--- src/rtl/stopwatch_lap_if.sv ---
// stopwatch_lap_if: control inputs and display/lap outputs of the stopwatch.
//   master : debouncer / display side (drives controls, reads time and laps)
//   slave  : stopwatch_lap core
// Controls: Start_S, Stop_S, Reset_S, Lap_S (levels, rising edge acts), Lap_Rd (pop pulse).
// Outputs:  running time, Running, Overflow, lap FIFO head and occupancy.
interface stopwatch_lap_if #(
  parameter int HOURS_W = 4,
  parameter int LAP_AW  = 2
);
  logic               Start_S;
  logic               Stop_S;
  logic               Reset_S;
  logic               Lap_S;
  logic               Lap_Rd;
  logic [HOURS_W-1:0] Hours_S;
  logic [5:0]         Mins_S;
  logic [5:0]         Secs_S;
  logic [9:0]         MSecs_S;
  logic               Running;
  logic               Overflow;
  logic               Lap_Valid;
  logic [HOURS_W-1:0] Lap_Hours;
  logic [5:0]         Lap_Mins;
  logic [5:0]         Lap_Secs;
  logic [9:0]         Lap_MSecs;
  logic [LAP_AW:0]    Lap_Count;
  logic               Lap_Full;

  modport master (
    output Start_S, Stop_S, Reset_S, Lap_S, Lap_Rd,
    input  Hours_S, Mins_S, Secs_S, MSecs_S, Running, Overflow, Lap_Valid,
           Lap_Hours, Lap_Mins, Lap_Secs, Lap_MSecs, Lap_Count, Lap_Full
  );

  modport slave (
    input  Start_S, Stop_S, Reset_S, Lap_S, Lap_Rd,
    output Hours_S, Mins_S, Secs_S, MSecs_S, Running, Overflow, Lap_Valid,
           Lap_Hours, Lap_Mins, Lap_Secs, Lap_MSecs, Lap_Count, Lap_Full
  );
endinterface

--- src/rtl/stopwatch_lap.sv ---
// stopwatch_lap: HH:MM:SS.mmm stopwatch with run/pause/clear and a lap FIFO.
// Ports:
//   Clock_1MSec  system clock, rising edge
//   Reset        asynchronous active-high reset
//   bus          stopwatch_lap_if.slave (controls in; time, status and lap head out)
//
// state  | meaning
// IDLE   | cleared, waiting for Start
// RUN    | prescaler and time advancing, laps captured
// PAUSED | time frozen (Stop or saturation), Start resumes unless Overflow
module stopwatch_lap #(
  parameter int TICK_DIV  = 1,
  parameter int HOURS_W   = 4,
  parameter int HOURS_MAX = 15,
  parameter int LAP_DEPTH = 4,
  parameter int LAP_AW    = 2
) (
  input logic           Clock_1MSec,
  input logic           Reset,
  stopwatch_lap_if.slave bus
);
  localparam int PW = (TICK_DIV > 1) ? $clog2(TICK_DIV) : 1;
  localparam int TW = HOURS_W + 22;

  typedef enum logic [1:0] {IDLE, RUN, PAUSED} state_t;

  state_t             state_q, state_d;
  logic [3:0]         sync_q, prev_q;   // {lap, start, stop, clear}
  logic [3:0]         edge_v;
  logic               clr_e, stop_e, start_e, lap_e;
  logic [PW-1:0]      presc_q;
  logic [HOURS_W-1:0] hours_q;
  logic [5:0]         mins_q, secs_q;
  logic [9:0]         msecs_q;
  logic               overflow_q;
  logic               tick, at_max, sat, capture, push, pop;
  logic [TW-1:0]      mem [LAP_DEPTH];
  logic [LAP_AW-1:0]  wr_ptr_q, rd_ptr_q;
  logic [LAP_AW:0]    count_q;
  logic [TW-1:0]      head;

  assign edge_v  = sync_q & ~prev_q;
  assign clr_e   = edge_v[0];
  assign stop_e  = edge_v[1];
  assign start_e = edge_v[2];
  assign lap_e   = edge_v[3];

  assign tick   = (state_q == RUN) && (presc_q == PW'(TICK_DIV - 1));
  assign at_max = (hours_q == HOURS_W'(HOURS_MAX)) && (mins_q == 6'd59) &&
                  (secs_q == 6'd59) && (msecs_q == 10'd999);
  assign sat    = tick && at_max;

  // Only the highest-priority edge of a cycle acts; lower ones are discarded.
  always_comb begin
    state_d = state_q;
    capture = 1'b0;
    if (clr_e) begin
      state_d = IDLE;
    end else if (stop_e) begin
      if (state_q == RUN) state_d = PAUSED;
    end else if (start_e) begin
      if (state_q != RUN && !overflow_q) state_d = RUN;
    end else if (lap_e && state_q == RUN) begin
      capture = 1'b1;
    end
    if (!clr_e && sat) state_d = PAUSED;
  end

  always_ff @(posedge Clock_1MSec or posedge Reset) begin
    if (Reset) begin
      state_q <= IDLE;
      sync_q  <= '0;
      prev_q  <= '0;
    end else begin
      state_q <= state_d;
      sync_q  <= {bus.Lap_S, bus.Start_S, bus.Stop_S, bus.Reset_S};
      prev_q  <= sync_q;
    end
  end

  always_ff @(posedge Clock_1MSec or posedge Reset) begin
    if (Reset) begin
      presc_q    <= '0;
      hours_q    <= '0;
      mins_q     <= '0;
      secs_q     <= '0;
      msecs_q    <= '0;
      overflow_q <= 1'b0;
    end else if (clr_e) begin
      presc_q    <= '0;
      hours_q    <= '0;
      mins_q     <= '0;
      secs_q     <= '0;
      msecs_q    <= '0;
      overflow_q <= 1'b0;
    end else begin
      if (state_q == RUN) presc_q <= tick ? '0 : presc_q + PW'(1);
      if (tick) begin
        if (at_max) begin
          overflow_q <= 1'b1;
        end else if (msecs_q != 10'd999) begin
          msecs_q <= msecs_q + 10'd1;
        end else begin
          msecs_q <= '0;
          if (secs_q != 6'd59) begin
            secs_q <= secs_q + 6'd1;
          end else begin
            secs_q <= '0;
            if (mins_q != 6'd59) begin
              mins_q <= mins_q + 6'd1;
            end else begin
              mins_q  <= '0;
              hours_q <= hours_q + HOURS_W'(1);
            end
          end
        end
      end
    end
  end

  // A pop frees a slot, so a capture into a full FIFO still lands when popped together.
  assign pop  = bus.Lap_Rd && (count_q != '0) && !clr_e;
  assign push = capture && ((count_q != (LAP_AW+1)'(LAP_DEPTH)) || pop);

  always_ff @(posedge Clock_1MSec) begin
    if (push) mem[wr_ptr_q] <= {hours_q, mins_q, secs_q, msecs_q};
  end

  always_ff @(posedge Clock_1MSec or posedge Reset) begin
    if (Reset) begin
      wr_ptr_q <= '0;
      rd_ptr_q <= '0;
      count_q  <= '0;
    end else if (clr_e) begin
      wr_ptr_q <= '0;
      rd_ptr_q <= '0;
      count_q  <= '0;
    end else begin
      if (push) wr_ptr_q <= wr_ptr_q + 1'b1;
      if (pop)  rd_ptr_q <= rd_ptr_q + 1'b1;
      case ({push, pop})
        2'b10:   count_q <= count_q + 1'b1;
        2'b01:   count_q <= count_q - 1'b1;
        default: ;
      endcase
    end
  end

  assign head = mem[rd_ptr_q];

  assign bus.Hours_S   = hours_q;
  assign bus.Mins_S    = mins_q;
  assign bus.Secs_S    = secs_q;
  assign bus.MSecs_S   = msecs_q;
  assign bus.Running   = (state_q == RUN);
  assign bus.Overflow  = overflow_q;
  assign bus.Lap_Valid = (count_q != '0);
  assign bus.Lap_Full  = (count_q == (LAP_AW+1)'(LAP_DEPTH));
  assign bus.Lap_Count = count_q;
  assign {bus.Lap_Hours, bus.Lap_Mins, bus.Lap_Secs, bus.Lap_MSecs} = head;
endmodule

--- src/flat_wrapper.sv ---
// flat-port wrapper written by rule: the top's interface ports become plain ports
module stopwatch_lap_flat 
#(
  parameter int TICK_DIV  = 1,
  parameter int HOURS_W   = 4,
  parameter int HOURS_MAX = 15,
  parameter int LAP_DEPTH = 4,
  parameter int LAP_AW    = 2
)
  (Clock_1MSec, Reset, bus_Start_S, bus_Stop_S, bus_Reset_S, bus_Lap_S, bus_Lap_Rd, bus_Hours_S, bus_Mins_S, bus_Secs_S, bus_MSecs_S, bus_Running, bus_Overflow, bus_Lap_Valid, bus_Lap_Hours, bus_Lap_Mins, bus_Lap_Secs, bus_Lap_MSecs, bus_Lap_Count, bus_Lap_Full);
  stopwatch_lap_if #(.HOURS_W(HOURS_W), .LAP_AW(LAP_AW)) bus_i ();
  input logic Clock_1MSec;
  input logic Reset;
  input wire logic [$bits(bus_i.Start_S)-1:0] bus_Start_S;
  input wire logic [$bits(bus_i.Stop_S)-1:0] bus_Stop_S;
  input wire logic [$bits(bus_i.Reset_S)-1:0] bus_Reset_S;
  input wire logic [$bits(bus_i.Lap_S)-1:0] bus_Lap_S;
  input wire logic [$bits(bus_i.Lap_Rd)-1:0] bus_Lap_Rd;
  output wire logic [$bits(bus_i.Hours_S)-1:0] bus_Hours_S;
  output wire logic [$bits(bus_i.Mins_S)-1:0] bus_Mins_S;
  output wire logic [$bits(bus_i.Secs_S)-1:0] bus_Secs_S;
  output wire logic [$bits(bus_i.MSecs_S)-1:0] bus_MSecs_S;
  output wire logic [$bits(bus_i.Running)-1:0] bus_Running;
  output wire logic [$bits(bus_i.Overflow)-1:0] bus_Overflow;
  output wire logic [$bits(bus_i.Lap_Valid)-1:0] bus_Lap_Valid;
  output wire logic [$bits(bus_i.Lap_Hours)-1:0] bus_Lap_Hours;
  output wire logic [$bits(bus_i.Lap_Mins)-1:0] bus_Lap_Mins;
  output wire logic [$bits(bus_i.Lap_Secs)-1:0] bus_Lap_Secs;
  output wire logic [$bits(bus_i.Lap_MSecs)-1:0] bus_Lap_MSecs;
  output wire logic [$bits(bus_i.Lap_Count)-1:0] bus_Lap_Count;
  output wire logic [$bits(bus_i.Lap_Full)-1:0] bus_Lap_Full;
  assign bus_i.Start_S = bus_Start_S;
  assign bus_i.Stop_S = bus_Stop_S;
  assign bus_i.Reset_S = bus_Reset_S;
  assign bus_i.Lap_S = bus_Lap_S;
  assign bus_i.Lap_Rd = bus_Lap_Rd;
  assign bus_Hours_S = bus_i.Hours_S;
  assign bus_Mins_S = bus_i.Mins_S;
  assign bus_Secs_S = bus_i.Secs_S;
  assign bus_MSecs_S = bus_i.MSecs_S;
  assign bus_Running = bus_i.Running;
  assign bus_Overflow = bus_i.Overflow;
  assign bus_Lap_Valid = bus_i.Lap_Valid;
  assign bus_Lap_Hours = bus_i.Lap_Hours;
  assign bus_Lap_Mins = bus_i.Lap_Mins;
  assign bus_Lap_Secs = bus_i.Lap_Secs;
  assign bus_Lap_MSecs = bus_i.Lap_MSecs;
  assign bus_Lap_Count = bus_i.Lap_Count;
  assign bus_Lap_Full = bus_i.Lap_Full;
  stopwatch_lap #(.TICK_DIV(TICK_DIV), .HOURS_W(HOURS_W), .HOURS_MAX(HOURS_MAX), .LAP_DEPTH(LAP_DEPTH), .LAP_AW(LAP_AW)) u_core (.Clock_1MSec(Clock_1MSec), .Reset(Reset), .bus(bus_i));
endmodule
--- config.mk ---
export PLATFORM = sky130hd
export DESIGN_NAME = stopwatch_lap_flat
export DESIGN_NICKNAME = d
export VERILOG_FILES = /design/src/rtl/stopwatch_lap_if.sv /design/src/rtl/stopwatch_lap.sv /design/src/flat_wrapper.sv
export SDC_FILE = /design/constraint.sdc
export NUM_CORES = 1
export LEC_CHECK = 0
export CAP_MARGIN = 5
export CORE_MARGIN = 1.5
export CORE_UTILIZATION = 50
export DETAILED_ROUTE_END_ITERATION = 8
export DONT_BUFFER_PORTS = 1
export MAX_ROUTING_LAYER = met4
export PLACE_DENSITY = 0.64
export REMOVE_ABC_BUFFERS = 1
export SYNTH_ARGS = -nofsm -noshare
export SYNTH_HDL_FRONTEND = slang
export SYNTH_SLANG_ARGS = --single-unit
--- constraint.sdc ---
create_clock -name Clock_1MSec -period 5.1 [get_ports Clock_1MSec]
set_clock_uncertainty 0.15 [all_clocks]
set_input_delay 0.765 -clock Clock_1MSec [delete_from_list [all_inputs] [get_ports Clock_1MSec]]
set_output_delay 0.765 -clock Clock_1MSec [all_outputs]
set_load 0.05 [all_outputs]
Word-level counts from Yosys, hierarchy flattened
Memory sizes are Yosys's and may differ from the RTL's.
Index checks and enable logic that the tools add are counted.
- add/subtract/negate cells: 9
- equality and inequality tests: 18
- mux-type cells: 45
- bitwise operators: 3
- reduce and logical (&&, ||, !) cells: 29
- operators with widths (kind ; number):
    2-to-1 mux 6 bit ; 11
    2-to-1 mux 10 bit ; 4
    2-to-1 mux 4 bit ; 6
    2-to-1 mux 2 bit ; 10
    adder 6 x 1 -> 6 bit, second input constant ; 2
    == test 6 bit, second input constant ; 2
    2-to-1 mux 1 bit ; 12
    != test 6 bit, second input constant ; 2
    logical AND 1 bit ; 11
    adder 10 x 1 -> 10 bit, second input constant ; 1
    == test 10 bit, second input constant ; 1
    != test 10 bit, second input constant ; 1
    != test 2 x 1 -> 1 bit, second input constant ; 5
    nonzero test 2 bit ; 5
    nonzero test 4 bit ; 2
    case mux 3 bit (2 select lines) ; 1
    AND reduction 3 bit ; 2
    nonzero test 3 bit ; 2
    AND reduction 5 bit ; 1
    adder 2 x 1 -> 2 bit, second input constant ; 2
    adder 4 x 1 -> 4 bit, second input constant ; 1
    AND 4 bit ; 1
    == test 2 x 1 -> 1 bit, second input constant ; 2
    == test 4 bit, second input constant ; 1
    other kinds (14) ; 16
- register bits after elaboration: 45
- RAM bits: 104
- input port bits: 7
- output and inout bits: 59
- logic and storage cells: 117
- memories: 1
- memories (memory ; depth ; width ; read ports ; clocked after Yosys merged registers in ; write ports ; RTL line ; RTL):
    u_core.mem ; 4 ; 26 ; 1 ; 0 ; 1 ; stopwatch_lap.sv:37 ; logic [TW-1:0] mem [LAP_DEPTH];

Logic depth before layout (Yosys ltp)
Gate-level depths: netlist (run 1).
- depth after elaboration: 11
- depth in mapped cells: 9
- gate-level depth less buffers: 9

Worst setup path before layout (run 1)
Ideal clock, no wire load.
- path kind: reg-to-reg
- start point: reg u_core.count_q[1] (netlist: u_core.bus.Lap_Count[1])
- end point: mem u_core.mem[0][0] (netlist bit), enable pin
- arrival: 2554 ps
- data required time: 4565 ps
- setup slack: 2011 ps
- stages on the path, launching flop included: 5
- period minus slack after synthesis: 3089 ps
- path through: dfrtp_1 > nor2_1 > and2_1 > a211oi_1 > and2_1
- longest elaborated chain between the ends: 7
- ends and longest elaborated chain (what ; RTL line ; RTL):
    start: declaration ; stopwatch_lap.sv:39 ; logic [LAP_AW:0] count_q;
    start signal: assignment ; stopwatch_lap.sv:142 ; 2'b10: count_q <= count_q + 1'b1;
    start signal: assignment ; stopwatch_lap.sv:143 ; 2'b01: count_q <= count_q - 1'b1;
    nonzero test 3 bit ; stopwatch_lap.sv:122 ; assign pop = bus.Lap_Rd && (count_q != '0) && !clr_e;
    logical AND 1 bit (2 in series) ; stopwatch_lap.sv:122 ;
    logical OR 1 bit (*) ; stopwatch_lap.sv:123 ; assign push = capture && ((count_q != (LAP_AW+1)'(LAP_DEPTH)) || pop);
    logical AND 1 bit (*) ; stopwatch_lap.sv:123 ;
    2-to-1 mux 1 bit (*) ; stopwatch_lap.sv:126 ; if (push) mem[wr_ptr_q] <= {hours_q, mins_q, secs_q, msecs_q};
    2-to-1 mux 1 bit (implied by the code) (*) ; stopwatch_lap.sv:126 ;
    end: declaration ; stopwatch_lap.sv:37 ;
Mark *: on every way between the ends. The rest lies on a longest branch, timed or not.

Worst setup path after layout (run 1)
- start point: reg u_core.count_q[1] (netlist: u_core.bus.Lap_Count[1])
- end point: mem u_core.mem[1][21] (netlist bit), enable pin
Same word-level chain as after synthesis.

==> results of run 1 <==
## where the power goes
group / total (W) / internal [W] / switching [W]
Combinational: 0.000153 / 0.0000537 / 0.0000996
Clock: 0.00118 / 0.000728 / 0.000453
Sequential: 0.00137 / 0.00130 / 0.0000648
## final cells by class
cell class	instances	area, um2
Inverter	8	30.0
Clock buffer	25	538
Multi-Input combinational cell	209	1820
Sequential cell	149	4250
Tap cell	147	184
Clock inverter	7	40.0
Fill cell	933	5100
Timing Repair Buffer	6	45.0
## worst register-to-register path, delay by kind of cell (launching register included)
family	cells	cell delay (ns)
AO/OA/AOI/OAI	1	0.75
flip-flops	1	0.75
AND/OR/NAND/NOR	3	1.22
buffers and inverters	1	0.38
## routing by layer
| metal | vias to the layer above | track usage, % | part of all wire (%) |
|---|---|---|---|
| met4 | 0 | 7.83 | 1.6 |
| met3 | 17 | 5.98 | 6.3 |
| met5 | - | - | 0 |
| met2 | 102 | 30.6 | 50 |
| met1 | 1630 | 24.1 | 42 |
| li1 | 1483 | - | - |
## logic make-up (layout without fill, tap and decap cells)
group,Yosys count,count (layout)
compound gates,34,34
xor+xnor,17,17
fa+ha+maj,9,9
buf+inv,23,46
flops,149,149
mux,31,31
simple gates,118,118
## stage by stage
stage                     hold slack (ns)  instance area (um2)  utilization (%)  power [W]  cells
final                               0.220                 6910             57.5    0.00270    551
after floorplan                     0.197                 6100                -    0.00152    366
after global routing                0.208                 6910             57.5    0.00279    551
after global placement              0.209                 6330             52.7    0.00155    519
after detailed placement            0.210                 6330             52.7    0.00155    519
after CTS                           0.208                 6910             57.5    0.00273    551
## worst paths after layout
check                                               startpoint                                   to  slack, ns  cells after the start
max                        u_core.bus.Lap_Count[1]$_DFFE_PP0P_          u_core.mem[1][21]$_DFFE_PP_       1.53                      5
min reg2reg                         u_core.sync_q[3]$_DFF_PP0_           u_core.prev_q[3]$_DFF_PP0_       0.22                      0
max reg2reg                u_core.bus.Lap_Count[1]$_DFFE_PP0P_          u_core.mem[1][21]$_DFFE_PP_       1.53                      5
min in group asynchronous                                Reset  u_core.bus.Lap_Count[0]$_DFFE_PP0P_       0.29                      1
max in group asynchronous                                Reset       u_core.rd_ptr_q[0]$_DFFE_PP0P_       3.85                      1
min                                 u_core.sync_q[3]$_DFF_PP0_           u_core.prev_q[3]$_DFF_PP0_       0.22                      0
## layout by cell type, fill, tap and decap left out, types with 2 or more instances in the layout
cell        count
a21oi_1         8
a311oi_1        2
a41oi_1         2
and2_1          6
and3_1          4
buf_4           6
clkbuf_1        2
clkbuf_16      19
clkbuf_8        4
clkinv_2        3
clkinvlp_4      2
dfrtp_1        44
edfxtp_1      104
ha_1            8
inv_1           7
mux2i_1         5
mux4_2         26
nand2_1        19
nand2b_1        4
nand3_1        15
nand3b_1        3
nand4_1         7
nor2_1         29
nor2b_1         2
nor3_1          6
nor4_2          3
o211ai_1        2
o21ai_0         4
o31ai_1         3
or2_2           3
or3b_2          2
xnor2_1        13
xor2_1          4
## state kept, by name, indices dropped and copies added (netlist names)
register	count
u_core.sync_q	4
u_core.state_q	2
u_core.bus.Mins_S	6
u_core.prev_q	4
u_core.mem	104
u_core.bus.Hours_S	4
u_core.bus.Lap_Count	3
u_core.bus.Secs_S	6
u_core.rd_ptr_q	2
u_core.wr_ptr_q	2
u_core.presc_q	1
u_core.bus.Overflow	1
u_core.bus.MSecs_S	10
==> results.yml, run 1 <==
critical_path:
  worstSetupPathType: "flip-flop to flip-flop"
  startpoint_type: "flip-flop"
  crit_slowest_cell: "dfrtp_1"
  path_buf_inv: 1
  cp_common_cell: "and2_1"
  path_cells: "nor2_1 > and2_1 > a211oi_1 > and2_1 > buf_4"
  cp.arrival_ns: 3.52
  max_stage_delay_ns: 0.75
  crit_fanout: 14
  worst_ep_required_time_ns: 5.05
  cp_top_family: "simple AND/OR/NAND/NOR gates"
  cp-end-kind: "flip-flop"
routing:
  drt_iter0_markers: 265
  drc: 0
  postRouteAntennaNets: 0
  drt_pass1_iterations: 4
  vias_per_cell: 5.87
  routed_wl_mm: 11.3
  post_drt_wl_per_cell_um: 20.5
  vias: 3232
placed_design:
  place_ws_ns: 1.45
  io_buffer_count: 0
  hpwl_mm: 7.15
  globalplace.congestion: 0.777
die:
  initial_utilization_pct: 51.4
  die_h_um: 114
  die_area_um2: 13000
  core_area_um2: 12000
  fp-row-count: 40
  boundaryPins: 66
  die_x_um: 114
logic_synthesis:
  yosys_warnings: 0
  synth_edf_count: 104
  async_flop_share_pct: 30.2
  synth-xor-area-share_pct: 2.41
  syn_area_um2: 6170
  postSynthCellCount: 381
  yosysMostFrequentCell: "edfxtp_1"
  synth_flop_cell: "edfxtp_1"
  ys_top_cells_by_area: "edfxtp_1 51%, dfrtp_1 18%, mux4_2 9.5%"
  syn_area_per_cell_um2: 16.2
  synth_top_family_by_area: "simple AND/OR/NAND/NOR gates"
  ys_seq_area_share_pct: 68.9
  synth_top_area_cell: "edfxtp_1"
  ys_ff_latch: 149
  synth_top_area_share_pct: 50.6
  synthSimpleGateAreaFrac_pct: 10.7
  yosysUniqueCellTypes: 60
  muxShareOfSynthArea_pct: 10.3
  synth_common_cells: "104 x edfxtp_1, 45 x dfrtp_1, 29 x nor2_1"
  synth-compound-area-share_pct: 4.08
  yosys.area_share.adder_pct: 1.95
global_routing:
  grt_usage_pct: 19.6
  grt_pass1_wl_mm: 18.2
  grt_overflow: 0
  antenna_found_initial: 0
  grt_max_degree: 46
  grt_pass1_vias: 3414
cts:
  cts_sinks: 149
  path_clk_slew_ns: 0.06
  cts-buffers-inserted: 17
  clockBufferDepth: 2
  postCtsSetupBuffers: 0
  cts_tree: "done"
  htreeDepth: 4
  clock_latency_ns: 0.41
  cts-root-buf: "clkbuf_16"
  cts_hold_buf: 0
  post_cts_resized: 0
layout:
  antenna_cells: 0
  areaGrowthSynthToFinish_pct: 12.0
  fin_nets: 407
  final_layout_size_suffix_gt1_share_pct: 21.0
run_status:
  outcome: "finished, final reports clean"
timing:
  worst_slew_pin_slew_ns: 0.990
  finalCriticalPeriod_ns: 3.57
  period_share_pct: 70.1
  setup_viol: 0
  setup_tns_ns: 0
  timing.final.max_slew_violations: 0
  fin_ws_ns: 1.53
  rsz0062_at_grt: "no"
  final_hold_viol_count: 0
  max_slew_margin_pct: 34.0
  max_freq_ghz: 0.280
job:
  maxCapViolCount: 0
power:
  ir_drop_mv: 0.204
  p_per_area_nw_per_um2: 391
  leakage_nw: 2.48
worst_hold_path:
  min_path_type: "flip-flop to flip-flop"
(Power assumes the default switching activity.)
==> run 2: changes to the inputs <==
==> constraint.sdc (replaced) <==
create_clock -name Clock_1MSec -period 3.56 [get_ports Clock_1MSec]
set_clock_uncertainty 0.15 [all_clocks]
set_input_delay 0.534 -clock Clock_1MSec [delete_from_list [all_inputs] [get_ports Clock_1MSec]]
set_output_delay 0.534 -clock Clock_1MSec [all_outputs]
set_load 0.05 [all_outputs]
==> results.yml, run 2 (synthesis gave the netlist of run 1 again) <==
critical_path:
  worstSetupPathType: "flip-flop to flip-flop"
  path_cells: "or3_1 > buf_4 > nand2_1 > nor3_1 > fa_1 > or3b_2 > a21o_1 > a31oi_1"
  timing.reg2reg.setup_slack_ns: 0.82
  worst_ep_required_time_ns: 3.74
  reg2regPathDepth: 8
  reg2reg_from: "u_core.bus.Lap_Count[2]$_DFFE_PP0P_"
  crit_slowest_cell: "dfrtp_1"
  r2r_end: "u_core.bus.Lap_Count[2]$_DFFE_PP0P_"
  crit_fanout: 6
  cp-end-kind: "flip-flop"
  startpoint_type: "flip-flop"
  cp.arrival_ns: 2.92
  max_stage_delay_ns: 0.71
global_routing:
  grt_max_degree: 46
  antenna_found_initial: 0
  grt_overflow: 0
  grt_pass1_vias: 3569
  grt_usage_pct: 20.4
  grt_pass1_wl_mm: 18.9
routing:
  drt_iter0_markers: 180
  dr_wl_met3_um: 534
  dr_wl_met2_mm: 5.85
  vias_per_cell: 5.72
  postRouteAntennaNets: 0
  drc: 0
  routed_wl_mm: 11.5
  wl_met1_mm: 4.97
  top_layer: "met4"
  post_drt_wl_per_cell_um: 19.8
  vias: 3330
  drt_pass1_iterations: 4
die:
  core_area_um2: 12000
  die_area_um2: 13000
  boundaryPins: 66
  initial_utilization_pct: 51.4
  fp-row-count: 40
  die_x_um: 114
  die_h_um: 114
placed_design:
  hpwl_mm: 7.32
  io_buffer_count: 0
  globalplace.congestion: 0.764
power:
  p_per_area_nw_per_um2: 543
  ir_drop_mv: 0.386
  leakage_nw: 2.63
layout:
  final_util_pct: 59.4
  final_common_cell: "edfxtp_1"
  largest_reg_flops: 104
  fillers: 919
  final_cell_mix: "104 x edfxtp_1, 44 x dfrtp_1, 32 x buf_4, 29 x nor2_1, 26 x mux4_2"
  final_layout_size_suffix_gt1_share_pct: 24.4
  fin_nets: 438
  areaGrowthSynthToFinish_pct: 15.6
  top_register: "u_core.mem"
  antenna_cells: 0
cts:
  cts-root-buf: "clkbuf_16"
  cts_sinks: 149
  clock_latency_ns: 0.42
  htreeDepth: 4
  postCtsSetupBuffers: 0
  path_clk_slew_ns: 0.06
  cts-buffers-inserted: 17
  cts_tree: "done"
  clockBufferDepth: 2
timing:
  final_hold_viol_count: 0
  setup_viol: 0
  timing.final.max_slew_violations: 0
  max_freq_ghz: 0.365
  rsz0062_at_grt: "no"
  worst_slew_pin_slew_ns: 0.965
  setup_tns_ns: 0
  max_slew_margin_pct: 35.6
  finalCriticalPeriod_ns: 2.74
  period_share_pct: 76.9
worst_hold_path:
  min_path_type: "input port to async pin"
job:
  maxCapViolCount: 0
run_status:
  outcome: "finished, final reports clean"
[run 2: worst max-delay path: cells and delay by family, from the launching register on]
family          cells  cell delay, ns
buf+inv             1            0.20
fa+ha+maj           1            0.28
flops               1            0.71
compound gates      2            0.35
simple gates        4            0.97
[run 2: repair_timing]
action,4_1_cts,5_1_grt
hold endpoints to repair,4,0
hold buffers,4,0
resized for setup,0,0
[run 2: worst max path at each step]
stage / start / end / slack (ns) / cells past startpoint
2_1_floorplan: u_core.bus.Lap_Count[1]$_DFFE_PP0P_ / u_core.mem[0][0]$_DFFE_PP_ / 0.47 / 4
3_3_place_gp: u_core.state_q[1]$_DFFE_PP0P_ / u_core.mem[3][4]$_DFFE_PP_ / 0.90 / 6
4_1_cts: u_core.rd_ptr_q[0]$_DFFE_PP0P_ / bus_Lap_MSecs[5] / 0.81 / 2
5_1_grt: u_core.bus.Lap_Count[2]$_DFFE_PP0P_ / u_core.bus.Lap_Count[2]$_DFFE_PP0P_ / 0.64 / 8
3_5_place_dp: u_core.bus.MSecs_S[0]$_DFFE_PP0P_ / u_core.bus.Hours_S[1]$_DFFE_PP0P_ / 0.84 / 6
6_report: u_core.bus.Lap_Count[2]$_DFFE_PP0P_ / u_core.bus.Lap_Count[2]$_DFFE_PP0P_ / 0.82 / 8
[run 2: metrics by stage]
stage               hold WS, ns  cell area (um2)  power (W)  instances  setup slack [ns]
global placement          0.215             6550    0.00224        546             0.903
finish                   0.0632             7130    0.00388        582             0.824
global route              0.141             7130    0.00400        582             0.638
floorplan                 0.197             6100    0.00217        366             0.471
CTS                      0.0850             7130    0.00391        582             0.812
detailed placement        0.218             6550    0.00224        546             0.843
[run 2: power breakdown]
part / switching (W) / internal (W)
clock: 0.000622 / 0.00105
sequential: 0.0000446 / 0.00187
combinational: 0.000197 / 0.0000966
total: 0.000863 / 0.00301
[run 2: layout make-up]
type	instances	area [um2]	area share, %
Clock buffer	27	473	6.63
Tap cell	147	184	2.58
Clock inverter	5	75.1	1.05
Timing Repair Buffer	37	300	4.21
Inverter	8	30.0	0.421
Sequential cell	149	4250	59.6
Multi-Input combinational cell	209	1820	25.5
[run 2: per-layer routing]
layer,vias to the layer above,global-route usage [%]
li1,1540,-
met5,-,-
met3,18,6.25
met4,0,8.25
met2,72,32.4
met1,1700,24.7
